[src/rtl/alu_issue_unit.sv]
`default_nettype none
// ============================================================================
//  Module      : alu_issue_unit
//  Description : Issue stage for an external RV32I ALU. Accepts one decoded
//                instruction per valid/ready handshake, drives the ALU from
//                registered operands, captures the sum and compare flags,
//                and presents a writeback/branch result on a second
//                valid/ready handshake.
//  Revision    : 1.0 - initial release
// ============================================================================
module alu_issue_unit #(
    parameter int XLEN = 32
) (
    input  logic            clk,
    input  logic            rst_n,

    // Decode-side handshake
    input  logic            in_valid,
    output logic            in_ready,
    input  logic [31:0]     instr,
    input  logic [XLEN-1:0] rs1_val,
    input  logic [XLEN-1:0] rs2_val,
    input  logic [XLEN-1:0] pc,

    // External ALU
    output logic [XLEN-1:0] alu_a,
    output logic [XLEN-1:0] alu_b,
    output logic [2:0]      alu_func,
    output logic            alu_sub_sra,
    input  logic [XLEN-1:0] alu_s,
    input  logic            alu_eq,
    input  logic            alu_lu,
    input  logic            alu_ls,

    // Writeback / branch handshake
    output logic            out_valid,
    input  logic            out_ready,
    output logic [4:0]      out_rd,
    output logic [XLEN-1:0] out_data,
    output logic            out_we,
    output logic            br_taken,
    output logic [XLEN-1:0] br_target,
    output logic            illegal
);

    // ------------------------------------------------------------------------
    // Constants
    // ------------------------------------------------------------------------
    localparam logic [6:0] c_OPC_OP     = 7'b0110011;
    localparam logic [6:0] c_OPC_OP_IMM = 7'b0010011;
    localparam logic [6:0] c_OPC_LUI    = 7'b0110111;
    localparam logic [6:0] c_OPC_AUIPC  = 7'b0010111;
    localparam logic [6:0] c_OPC_BRANCH = 7'b1100011;

    localparam logic [6:0] c_F7_BASE    = 7'b0000000;
    localparam logic [6:0] c_F7_ALT     = 7'b0100000;

    localparam logic [2:0] c_F3_ADD     = 3'b000;
    localparam logic [2:0] c_F3_SLL     = 3'b001;
    localparam logic [2:0] c_F3_SR      = 3'b101;

    // ------------------------------------------------------------------------
    // State machine
    // ------------------------------------------------------------------------
    typedef enum logic [1:0] {
        ST_IDLE = 2'd0,
        ST_EXEC = 2'd1,
        ST_RESP = 2'd2
    } state_t;

    state_t r_state;
    state_t w_state_next;

    logic w_accept;
    logic w_capture;
    logic w_release;

    // ------------------------------------------------------------------------
    // Instruction fields and immediates
    // ------------------------------------------------------------------------
    logic [6:0]      w_opcode;
    logic [2:0]      w_funct3;
    logic [6:0]      w_funct7;
    logic [4:0]      w_rd;
    logic [XLEN-1:0] w_imm_i;
    logic [XLEN-1:0] w_imm_u;
    logic [XLEN-1:0] w_imm_b;
    logic [XLEN-1:0] w_shamt;
    logic [2:0]      w_func_map;
    logic [XLEN-1:0] w_br_target;

    assign w_opcode = instr[6:0];
    assign w_funct3 = instr[14:12];
    assign w_funct7 = instr[31:25];
    assign w_rd     = instr[11:7];
    assign w_imm_i  = {{20{instr[31]}}, instr[31:20]};
    assign w_imm_u  = {instr[31:12], 12'd0};
    assign w_imm_b  = {{20{instr[31]}}, instr[7], instr[30:25], instr[11:8], 1'b0};
    assign w_shamt  = {27'd0, instr[24:20]};

    // The ALU places unsigned compare at 010 and signed compare at 011,
    // the reverse of funct3, so only those two codes are exchanged.
    assign w_func_map = (w_funct3[2:1] == 2'b01) ? {2'b01, ~w_funct3[0]} : w_funct3;

    // Branch target is computed at accept time while pc is still valid.
    assign w_br_target = pc + w_imm_b;

    // ------------------------------------------------------------------------
    // Decoded values for the incoming instruction
    // ------------------------------------------------------------------------
    logic [XLEN-1:0] w_dec_a;
    logic [XLEN-1:0] w_dec_b;
    logic [2:0]      w_dec_func;
    logic            w_dec_sub;
    logic            w_dec_illegal;
    logic            w_dec_branch;
    logic            w_dec_write;

    // Decode opcode/funct fields into ALU controls and legality.
    always_comb begin
        w_dec_a       = '0;
        w_dec_b       = '0;
        w_dec_func    = c_F3_ADD;
        w_dec_sub     = 1'b0;
        w_dec_illegal = 1'b0;
        w_dec_branch  = 1'b0;
        w_dec_write   = 1'b0;

        case (w_opcode)
            c_OPC_OP: begin
                w_dec_a     = rs1_val;
                w_dec_b     = rs2_val;
                w_dec_func  = w_func_map;
                w_dec_write = 1'b1;
                w_dec_sub   = instr[30] && ((w_funct3 == c_F3_ADD) || (w_funct3 == c_F3_SR));
                if (w_funct7 == c_F7_BASE) begin
                    w_dec_illegal = 1'b0;
                end else if ((w_funct7 == c_F7_ALT) &&
                             ((w_funct3 == c_F3_ADD) || (w_funct3 == c_F3_SR))) begin
                    w_dec_illegal = 1'b0;
                end else begin
                    w_dec_illegal = 1'b1;
                end
            end

            c_OPC_OP_IMM: begin
                w_dec_a     = rs1_val;
                w_dec_b     = w_imm_i;
                w_dec_func  = w_func_map;
                w_dec_write = 1'b1;
                if (w_funct3 == c_F3_SLL) begin
                    w_dec_b       = w_shamt;
                    w_dec_illegal = (w_funct7 != c_F7_BASE);
                end else if (w_funct3 == c_F3_SR) begin
                    // Only the shift-right pair uses instr[30]; ADDI must not.
                    w_dec_b       = w_shamt;
                    w_dec_sub     = instr[30];
                    w_dec_illegal = (w_funct7 != c_F7_BASE) && (w_funct7 != c_F7_ALT);
                end
            end

            c_OPC_LUI: begin
                w_dec_a     = '0;
                w_dec_b     = w_imm_u;
                w_dec_write = 1'b1;
            end

            c_OPC_AUIPC: begin
                w_dec_a     = pc;
                w_dec_b     = w_imm_u;
                w_dec_write = 1'b1;
            end

            c_OPC_BRANCH: begin
                // Subtract so the ALU produces the EQ/LU/LS flags for rs1 vs rs2.
                w_dec_a       = rs1_val;
                w_dec_b       = rs2_val;
                w_dec_sub     = 1'b1;
                w_dec_branch  = 1'b1;
                w_dec_illegal = (w_funct3 == 3'b010) || (w_funct3 == 3'b011);
            end

            default: begin
                w_dec_illegal = 1'b1;
            end
        endcase
    end

    // ------------------------------------------------------------------------
    // Transaction context held from accept until capture
    // ------------------------------------------------------------------------
    logic [4:0]      r_rd;
    logic [2:0]      r_funct3;
    logic            r_is_branch;
    logic            r_illegal;
    logic            r_we;
    logic [XLEN-1:0] r_br_target;

    logic            w_br_cond;

    // Select the branch condition from the captured ALU flags.
    always_comb begin
        w_br_cond = 1'b0;
        case (r_funct3)
            3'b000:  w_br_cond = alu_eq;
            3'b001:  w_br_cond = ~alu_eq;
            3'b100:  w_br_cond = alu_ls;
            3'b101:  w_br_cond = ~alu_ls;
            3'b110:  w_br_cond = alu_lu;
            3'b111:  w_br_cond = ~alu_lu;
            default: w_br_cond = 1'b0;
        endcase
    end

    // ------------------------------------------------------------------------
    // FSM
    // ------------------------------------------------------------------------

    // State register.
    always_ff @(posedge clk or negedge rst_n) begin
        if (!rst_n) begin
            r_state <= ST_IDLE;
        end else begin
            r_state <= w_state_next;
        end
    end

    // Next-state logic, handshake strobes and in_ready.
    always_comb begin
        w_state_next = r_state;
        w_accept     = 1'b0;
        w_capture    = 1'b0;
        w_release    = 1'b0;
        in_ready     = 1'b0;

        case (r_state)
            ST_IDLE: begin
                in_ready = 1'b1;
                if (in_valid) begin
                    w_accept     = 1'b1;
                    w_state_next = ST_EXEC;
                end
            end

            ST_EXEC: begin
                w_capture    = 1'b1;
                w_state_next = ST_RESP;
            end

            ST_RESP: begin
                if (out_valid && out_ready) begin
                    w_release    = 1'b1;
                    w_state_next = ST_IDLE;
                end
            end

            default: begin
                w_state_next = ST_IDLE;
            end
        endcase
    end

    // ------------------------------------------------------------------------
    // Datapath registers
    // ------------------------------------------------------------------------

    // Latch ALU operands and transaction context on accept.
    always_ff @(posedge clk or negedge rst_n) begin
        if (!rst_n) begin
            alu_a       <= '0;
            alu_b       <= '0;
            alu_func    <= 3'b000;
            alu_sub_sra <= 1'b0;
            r_rd        <= 5'd0;
            r_funct3    <= 3'b000;
            r_is_branch <= 1'b0;
            r_illegal   <= 1'b0;
            r_we        <= 1'b0;
            r_br_target <= '0;
        end else if (w_accept) begin
            alu_a       <= w_dec_a;
            alu_b       <= w_dec_b;
            alu_func    <= w_dec_func;
            alu_sub_sra <= w_dec_sub;
            r_rd        <= w_rd;
            r_funct3    <= w_funct3;
            r_is_branch <= w_dec_branch;
            r_illegal   <= w_dec_illegal;
            r_we        <= w_dec_write && !w_dec_illegal && (w_rd != 5'd0);
            r_br_target <= w_br_target;
        end
    end

    // Capture ALU result into the response registers; clear valid on handoff.
    always_ff @(posedge clk or negedge rst_n) begin
        if (!rst_n) begin
            out_valid <= 1'b0;
            out_rd    <= 5'd0;
            out_data  <= '0;
            out_we    <= 1'b0;
            br_taken  <= 1'b0;
            br_target <= '0;
            illegal   <= 1'b0;
        end else if (w_capture) begin
            out_valid <= 1'b1;
            out_rd    <= r_rd;
            out_data  <= (r_is_branch || r_illegal) ? '0 : alu_s;
            out_we    <= r_we;
            br_taken  <= r_is_branch && !r_illegal && w_br_cond;
            br_target <= (r_is_branch && !r_illegal) ? r_br_target : '0;
            illegal   <= r_illegal;
        end else if (w_release) begin
            out_valid <= 1'b0;
        end
    end

endmodule
`default_nettype wire

[config.mk]
export PLATFORM = sky130hd
export DESIGN_NAME = alu_issue_unit
export DESIGN_NICKNAME = d
export VERILOG_FILES = /design/src/rtl/alu_issue_unit.sv
export SDC_FILE = /design/constraint.sdc
export NUM_CORES = 1
export LEC_CHECK = 0
export CORE_ASPECT_RATIO = 0.75
export CORE_MARGIN = 5
export CORE_UTILIZATION = 25
export CTS_BUF_LIST = sky130_fd_sc_hd__clkbuf_4
export CTS_CLUSTER_DIAMETER = 50
export DETAILED_ROUTE_END_ITERATION = 10
export GPL_TIMING_DRIVEN = 0
export PLACE_DENSITY = 0.5
export SKIP_CTS_REPAIR_TIMING = 1
export SLEW_MARGIN = 10
export SYNTH_ARGS = -nofsm -noshare
export SYNTH_HDL_FRONTEND = slang
export SYNTH_SLANG_ARGS = --single-unit
export TNS_END_PERCENT = 30
[constraint.sdc]
create_clock -name clk -period 2.1 [get_ports clk]
set_input_delay 0.42 -clock clk [delete_from_list [all_inputs] [get_ports clk]]
set_output_delay 0.42 -clock clk [all_outputs]
set_load 0.1 [all_outputs]
==> impl_metrics.py, run 1 <==
metrics = {
    "yosys": {
        "ys_warn_count": 0,
        "synth_edf_count": 0,
        "synth_seq_cells": 186,
        "async_reset_ff_share_pct": 100,
        "synth.top_cell.area_share_pct": 51.6,
        "syn_area_um2": 9020,
        "synth_seq_area_share_pct": 51.6,
        "synth_flop_cell": "dfrtp_1",
        "synth_top_area_cell": "dfrtp_1",
        "postSynthAreaPerCell_um2": 10.3,
        "synth_area_leaders": "dfrtp_1 52%, a22o_1 6.4%, nand2_1 5.2%",
        "synthDistinctLibCells": 62,
        "syn_inst": 878,
        "syn_nets": 1076,
    },
    "setup_path": {
        "endpoint": "r_br_target[27]",
        "worstReg2RegStart": "r_state[0]",
        "endpoint_kind": "flop",
        "rrSetupSlack_ns": 0.06,
        "crit_type": "primary input to flop",
        "r2r-end": "alu_b[20]",
        "cp-startpoint": "pc[22]",
        "arrival_ns": 2.81,
        "crit_required_ns": 2.69,
        "cp-start-kind": "primary input",
        "crit_fanout": 7,
        "reg2regPathDepth": 6,
    },
    "grt": {
        "grt_overflow": 0,
        "grt_usage_pct": 17.2,
        "antenna_found_initial": 3,
        "grt_pass1_wl_mm": 53.5,
        "grt_max_degree": 105,
        "first_global_vias": 8481,
    },
    "die": {
        "rows": 60,
        "die_height_um": 175,
        "core_um2": 35700,
        "die_area_um2": 40000,
        "initial_utilization_pct": 25.2,
        "die_w_um": 229,
        "ios": 309,
    },
    "placed_design": {
        "port_buffers": 307,
        "dp.cells": 1651,
        "place_congestion": 0.841,
        "hpwl_mm": 26.9,
        "place_ws_ns": -1.64,
    },
    "pwr": {
        "ir_drop_mv": 0.596,
        "power.leakage_nw": 6.14,
        "power_density_nw_per_um2": 867,
    },
    "clock_network": {
        "clock_path_buffers": 2,
        "clk_latency_ns": 0.68,
        "clkTransAtPathRegs_ns": 0.22,
        "cts-root-buf": "clkbuf_4",
        "clock_sinks": 186,
        "numCtsBuffers": 17,
        "cts_tree": "yes",
        "htreeDepth": 4,
    },
    "detailed_routing": {
        "vias_per_cell": 4.90,
        "routedWlPerCell_um": 20.6,
        "drt_wl_total_mm": 34.9,
        "vias": 8289,
        "first_iter_violations": 723,
        "drcViolationCount": 0,
        "ant_nets": 0,
        "drt-pass1-iter-count": 9,
    },
    "finish": {
        "final_cells": 1693,
        "multi_input_area_um2": 4200,
        "fillCellCount": 3744,
        "final_nets": 1410,
        "drive_gt1_share_pct": 21.2,
        "seq_area_um2": 4660,
        "syn2layout_area_growth_pct": 41.2,
    },
    "sta": {
        "worst_slack_ns": -0.116,
        "report.final.slew_viol_count": 0,
        "setup_viol": 1,
        "finalCritPeriodShare_pct": 106,
        "worst_hold_slack_ns": 0.0701,
        "rsz0062_at_grt": "yes",
        "clock_skew_ns": 0.0397,
        "fmax_ghz": 0.451,
        "tightestPinTransition_ns": 0.700,
        "relSlewSlack_pct": 53.3,
        "min_period_ns": 2.22,
        "hold_viol_final": 0,
    },
    "flow_run": {
        "drv_cap": 0,
    },
    "status": {
        "status": "finished with violations",
        "violations": "negative setup slack",
    },
    "worst_hold_path": {
        "min_from": "instr[9]",
        "min_path_type": "primary input to flop",
    },
}
## report_power, final
| part | leakage (nW) | switching (mW) | internal [mW] |
|---|---|---|---|
| sequential | 2.50 | 0.377 | 4.14 |
| combinational | 3.45 | 2.99 | 1.13 |
| clock | 0.185 | 1.67 | 0.733 |
## kinds of logic (layout without fill, tap and decap cells)
family,after synthesis,in the layout,synth area share (%)
AO/OA/AOI/OAI,301,301,24.6
XOR/XNOR,26,26,2.52
multiplexers,12,12,1.44
AND/OR/NAND/NOR,222,222,11.1
buffers and inverters,100,447,4.33
flip-flops,186,186,51.6
adder cells (fa/ha/maj),31,31,4.38
other,0,3,0
## how the worst min path moves through the flow
stage	cells past startpoint	endpoint	slack, ns
global route	3	r_rd[2]	0.02
global placement	2	r_br_target[1]	0.46
CTS	1	out_rd[1]	-0.34
detailed placement	2	r_rd[3]	0.46
floorplan	0	alu_a[0]	0.12
finish	3	r_rd[2]	0.07
## Yosys cell counts, types with 6 or more instances
cell / instances
a21o_1: 9
a21oi_1: 43
a221oi_1: 20
a222oi_1: 32
a22o_1: 66
a22oi_1: 11
and3_1: 7
buf_2: 12
clkbuf_1: 45
dfrtp_1: 186
ha_1: 30
inv_1: 41
mux2_2: 8
nand2_1: 126
nand3_1: 13
nor2_1: 30
nor3_1: 9
o2111ai_1: 6
o21ai_0: 27
o21ai_1: 46
xnor2_1: 11
xor2_1: 15
## placed cells by master, fill, tap and decap left out, types with 4 or more instances in the layout
| master | count |
|---|---|
| clkinv_8 | 5 |
| a22oi_1 | 11 |
| xnor2_1 | 11 |
| inv_12 | 4 |
| nor2b_1 | 5 |
| nor2_1 | 29 |
| and3_1 | 7 |
| o21ai_0 | 27 |
| nor3_1 | 8 |
| or3_1 | 4 |
| buf_2 | 13 |
| mux2_2 | 8 |
| a21oi_4 | 6 |
| ha_4 | 6 |
| ha_1 | 21 |
| clkbuf_1 | 30 |
| inv_8 | 4 |
| mux2i_1 | 4 |
| a21oi_2 | 4 |
| clkdlybuf4s50_1 | 146 |
| o21bai_1 | 5 |
| clkbuf_2 | 150 |
| a22o_1 | 66 |
| nand2b_1 | 5 |
| nand3_1 | 13 |
| dfrtp_1 | 185 |
| a21oi_1 | 38 |
| inv_1 | 40 |
| xor2_1 | 15 |
| a21o_1 | 9 |
| a222oi_1 | 32 |
| nand4_1 | 4 |
| o2111ai_1 | 6 |
| nand2_1 | 125 |
| dlymetal6s2s_1 | 17 |
| o21ai_1 | 45 |
| clkbuf_4 | 23 |
| a221oi_1 | 20 |
| o211ai_1 | 5 |
## critical path: stages
cell and delay [ns]:
clkdlybuf4s50_1 0.47, ha_1 0.30, clkbuf_1 0.29, and3_1 0.24, nand3_1 0.09, a211oi_2 0.27, nor2_1 0.13, or4_1 0.48
nand3_1 0.09
## layout make-up
type,instances,share of cell area [%]
Antenna cell,3,0.0589
Buffer,58,2.07
Clock buffer,17,1.00
Clock inverter,15,1.81
Inverter,42,1.27
Multi-Input combinational cell,592,33.0
Sequential cell,186,36.5
Tap cell,465,4.57
Timing Repair Buffer,315,19.7
## metrics by stage
stage	util, %	setup TNS [ns]	cell area [µm²]	total power [mW]
after global routing	35.7	-0.376	12700	11.7
after floorplan	-	-0.845	9030	7.27
after global placement	35.5	-1554.83	12700	8.80
after detailed placement	35.6	-103.46	12700	8.82
final	35.7	-0.116	12700	11.1
after CTS	36.6	-142.78	13100	11.3
## per-layer routing
layer / GRT usage [%] / part of all wire [%]
met1: 25.5 / 50
met2: 25.2 / 43
met3: 4.83 / 6.4
met4: 2.78 / 0.83
met5: 0 / 0
## flip-flops by register name (all words and copies together) (netlist names)
name	count
out_valid	1
r_br_target	32
alu_b	32
br_taken	1
r_we	1
out_data	32
br_target	32
out_we	1
r_funct3	3
alu_a	32
alu_sub_sra	1
alu_func	3
r_illegal	1
r_state	2
r_rd	5
out_rd	5
r_is_branch	1
illegal	1
Note: power is estimated with default switching activity, not from simulation.
==> run 2, diff against run 1 <==
- SLEW_MARGIN: 10 -> 15
==> run 2 against run 1 <==
- the run still ends with negative setup slack left
- combinational power barely moved
- total power shrank 0.89%
- design area up 0.18%
- clock skew up 0.0050 ns
- critical path type unchanged
- critical endpoint unchanged
- largest power group unchanged
- highest routed layer unchanged
==> impl_metrics.py, run 2 (synthesized netlist as in run 1, its figures left out) <==
metrics = {
    "clock_network": {
        "clk_latency_ns": 0.66,
        "clkTransAtPathRegs_ns": 0.23,
        "numCtsBuffers": 17,
        "cts-root-buf": "clkbuf_4",
        "cts_tree": "yes",
        "clock_sinks": 186,
        "clock_path_buffers": 2,
        "htreeDepth": 4,
    },
    "setup_path": {
        "crit_type": "primary input to flop",
        "cpMaxStageDelayCell": "or4_1",
        "cp_top_family": "simple AND/OR/NAND/NOR gates",
        "cp-start-kind": "primary input",
        "crit_required_ns": 2.68,
        "endpoint_kind": "flop",
        "crit_fanout": 7,
        "critical_path.most_common_cell": "nand3_1",
        "max_stage_delay_ns": 0.48,
        "arrival_ns": 2.83,
        "path_buf_inv": 2,
        "cp_num_cells": 9,
        "critical_path.cell_chain": "clkdlybuf4s50_1 -> ha_1 -> clkbuf_1 -> and3_1 -> nand3_1 -> a211oi_2 -> nor2_1 -> or4_1 -> nand3_1",
        "reg2regPathDepth": 6,
    },
    "pwr": {
        "power_density_nw_per_um2": 858,
        "p_total_mw": 11.0,
        "power.leakage_nw": 6.17,
        "ir_drop_mv": 0.637,
    },
    "sta": {
        "rsz0062_at_grt": "yes",
        "tns_ns": -0.759,
        "worst_hold_slack_ns": 0.0646,
        "relSlewSlack_pct": 58.7,
        "finalCritPeriodShare_pct": 107,
        "clock_skew_ns": 0.0446,
        "min_period_ns": 2.25,
        "setup_viol": 11,
        "fmax_ghz": 0.444,
        "report.final.slew_viol_count": 0,
        "tightestPinTransition_ns": 0.622,
        "hold_viol_final": 0,
        "worst_slack_ns": -0.154,
    },
    "worst_hold_path": {
        "hold_path_depth": 3,
        "min_path_type": "primary input to flop",
    },
    "detailed_routing": {
        "vias": 8240,
        "drcViolationCount": 0,
        "vias_per_cell": 4.86,
        "drt-pass1-iter-count": 6,
        "routedWlPerCell_um": 20.8,
        "drt_wl_total_mm": 35.2,
        "first_iter_violations": 643,
        "ant_nets": 0,
    },
    "finish": {
        "layout_commonest_cell": "dfrtp_1",
        "fillCellCount": 3724,
        "final_cell_mix": "186 x dfrtp_1, 150 x clkbuf_2, 144 x clkdlybuf4s50_1",
        "drive_gt1_share_pct": 21.8,
        "syn2layout_area_growth_pct": 41.5,
        "final_area_um2": 12800,
        "final_nets": 1412,
    },
    "status": {
        "violations": "negative setup slack",
        "status": "finished with violations",
    },
    "grt": {
        "first_global_vias": 8518,
        "top_usage_layer": "met2",
        "grt_usage_pct": 17.1,
        "grt_use_met1_pct": 25.1,
        "grt_overflow": 0,
        "grt_util_met2_pct": 25.4,
        "antenna_found_initial": 3,
        "met3_usage_pct": 4.96,
        "grt_pass1_wl_mm": 53.2,
        "grt_max_degree": 83,
    },
    "die": {
        "die_w_um": 229,
        "die_area_um2": 40000,
        "initial_utilization_pct": 25.2,
        "ios": 309,
        "die_height_um": 175,
        "rows": 60,
        "core_um2": 35700,
    },
    "placed_design": {
        "place_congestion": 0.841,
        "port_buffers": 307,
        "hpwl_mm": 27.1,
        "place_area_um2": 12700,
    },
    "flow_run": {
        "drv_cap": 0,
    },
}
==> run 2: worst paths after layout <==
check / startpoint / to / slack, ns
min in group asynchronous: rst_n / out_data[22] / 0.21
max: pc[22] / r_br_target[27] / -0.15
max reg2reg: r_state[0] / alu_b[12] / 0.05
max in group asynchronous: rst_n / alu_a[14] / 1.14
min: pc[1] / alu_a[1] / 0.06
min reg2reg: r_br_target[13] / r_br_target[13] / 0.51
==> run 2: report_power, final <==
| part | switching [mW] | internal (mW) | leakage [nW] |
|---|---|---|---|
| Sequential | 0.377 | 4.14 | 2.51 |
| Combinational | 3.01 | 1.14 | 3.49 |
| Clock | 1.67 | 0.608 | 0.170 |
==> run 2: worst reg2reg max path, delay by kind of cell (launching register included) <==
family | cells | cell delay [ns]
compound gates | 2 | 0.41
simple gates | 2 | 0.27
buf+inv | 2 | 0.75
flops | 1 | 0.50
==> run 2: final cells by class <==
class	instances	area, µm²	area share, %
antenna	2	5.00	0.0392
buffer	58	265	2.08
clock buffer	17	128	1.00
clock inverter	15	204	1.60
inverter	42	161	1.26
multi-input combinational	592	4230	33.1
sequential	186	4650	36.5
tap	465	582	4.56
timing repair buffer	317	2540	19.9
==> run 2: metrics by stage <==
step / worst slack (ns) / instances / utilization [%]
floorplan: -0.251 / 878 / -
global placement: -7.82 / 1650 / 35.5
detailed placement: -1.62 / 1652 / 35.7
CTS: -0.888 / 1684 / 36.6
global route: -0.211 / 1694 / 35.7
finish: -0.154 / 1694 / 35.7
==> run 2: metal layers <==
metal  vias up  part of all wire (%)  wire, µm
met5         -                     0         0
met4         0                  0.92       323
met3        17                   6.1      2150
met2       281                    43     15100
met1      3994                    50     17600
li1       3948                     -         -
==> run 3, diff against run 2 <==
- SKIP_LAST_GASP: not set -> 1
==> run 3 against run 2 <==
- the run still ends with negative setup slack left
- register-to-register slack got worse by 0.15 ns
- first-iteration DRC count down 8.6%
- global-route usage unchanged
- combinational power up 2%
- maximum frequency shrank 0.57%
- count of clock-buffer cells in the layout did not move
==> impl_metrics.py, run 3 (synthesized netlist as in run 1, its figures left out) <==
metrics = {
    "status": {
        "status": "finished with violations",
        "violations": "negative setup slack",
    },
    "sta": {
        "rsz0062_at_grt": "yes",
        "finalCritPeriodShare_pct": 108,
        "setup_viol": 120,
        "tns_ns": -9.46,
        "tightestPinTransition_ns": 1.03,
        "hold_viol_final": 0,
        "worst_slack_ns": -0.167,
        "relSlewSlack_pct": 31.0,
        "clock_skew_ns": 0.0465,
        "fmax_ghz": 0.441,
        "worst_hold_slack_ns": 0.0557,
        "min_period_ns": 2.27,
        "report.final.slew_viol_count": 0,
    },
    "worst_hold_path": {
        "min_path_type": "primary input to flop",
    },
    "pwr": {
        "power.leakage_nw": 7.45,
        "p_total_mw": 11.0,
        "power_density_nw_per_um2": 828,
        "ir_drop_mv": 0.637,
    },
    "die": {
        "die_area_um2": 40000,
        "core_um2": 35700,
        "initial_utilization_pct": 25.2,
        "die_height_um": 175,
        "rows": 60,
        "ios": 309,
        "die_w_um": 229,
    },
    "grt": {
        "first_global_vias": 8518,
        "grt_overflow": 0,
        "grt_max_degree": 83,
        "grt_usage_pct": 17.1,
        "grt_pass1_wl_mm": 53.2,
        "antenna_found_initial": 2,
    },
    "clock_network": {
        "clock_sinks": 186,
        "cts_tree": "yes",
        "htreeDepth": 4,
        "cts-root-buf": "clkbuf_4",
        "clk_latency_ns": 0.67,
        "clkTransAtPathRegs_ns": 0.23,
        "numCtsBuffers": 17,
        "clock_path_buffers": 2,
    },
    "detailed_routing": {
        "routedWlPerCell_um": 20.8,
        "ant_nets": 0,
        "vias": 8287,
        "first_iter_violations": 588,
        "drcViolationCount": 0,
        "vias_per_cell": 4.89,
        "drt_wl_total_mm": 35.2,
        "drt-pass1-iter-count": 5,
    },
    "setup_path": {
        "crit_required_ns": 2.69,
        "crit_type": "primary input to flop",
        "endpoint_kind": "flop",
        "cp-start-kind": "primary input",
        "arrival_ns": 2.86,
        "crit_fanout": 7,
    },
    "finish": {
        "drive_gt1_share_pct": 15.2,
        "final_nets": 1412,
        "seq_area_um2": 4650,
        "multi_input_area_um2": 4220,
        "syn2layout_area_growth_pct": 47.6,
        "final_cell_mix": "186 x dfrtp_1, 144 x clkdlybuf4s50_1, 125 x nand2_1",
        "layout_commonest_cell": "dfrtp_1",
        "fillCellCount": 3659,
        "final_cells": 1694,
    },
    "placed_design": {
        "hpwl_mm": 27.1,
        "dp.cells": 1652,
        "port_buffers": 307,
        "place_ws_ns": -1.62,
        "place_congestion": 0.841,
    },
    "flow_run": {
        "drv_cap": 0,
    },
}
run 3: layout make-up:
| class | count | share of cell area (%) |
|---|---|---|
| diodes | 2 | 0.0376 |
| plain buffers | 58 | 1.96 |
| clock inverters | 15 | 1.53 |
| flip-flops and latches | 186 | 34.9 |
| inverters | 42 | 1.21 |
| repair buffers | 317 | 23.3 |
| well taps | 465 | 4.37 |
| clock buffers | 17 | 0.958 |
| multi-input cells | 592 | 31.7 |
run 3: final timing paths:
path,startpoint,endpoint,slack [ns],cells after the start
worst min-delay path,pc[1],alu_a[1],0.06,3
worst min register to register,alu_a[27],alu_a[27],0.51,2
max in group asynchronous,rst_n,alu_a[14],1.15,3
min in group asynchronous,rst_n,out_data[22],0.20,2
worst max register to register,r_state[0],out_rd[0],-0.10,4
worst max-delay path,pc[22],r_br_target[27],-0.17,9
run 3: through the flow:
| stage | cell area (µm²) | utilization (%) |
|---|---|---|
| global placement | 12700 | 35.5 |
| detailed placement | 12700 | 35.7 |
| global route | 13300 | 37.3 |
| finish | 13300 | 37.3 |
| floorplan | 9030 | - |
| CTS | 13100 | 36.6 |
run 3: where the power goes:
part           leakage (nW)  switching (mW)  internal (mW)
Sequential             2.51           0.372           4.14
Clock                 0.170            1.66          0.608
Combinational          4.77            3.01           1.23
Total                  7.45            5.04           5.98
run 3: critical path, cell delays in order:
cell             delay [ns]
clkdlybuf4s50_1        0.47
ha_1                   0.30
clkbuf_1               0.29
and3_1                 0.25
nand3_1                0.09
a211oi_2               0.32
nor2_1                 0.14
or4_1                  0.48
nand3_1                0.09
run 3: routing by layer:
metal  wire, µm  up-vias  global-route usage [%]
li1           -     3952                       -
met1      17500     4022                    25.1
met2      15200      288                    25.4
met3       2140       25                    4.96
met4        357        0                    3.08
met5          0        -                       0
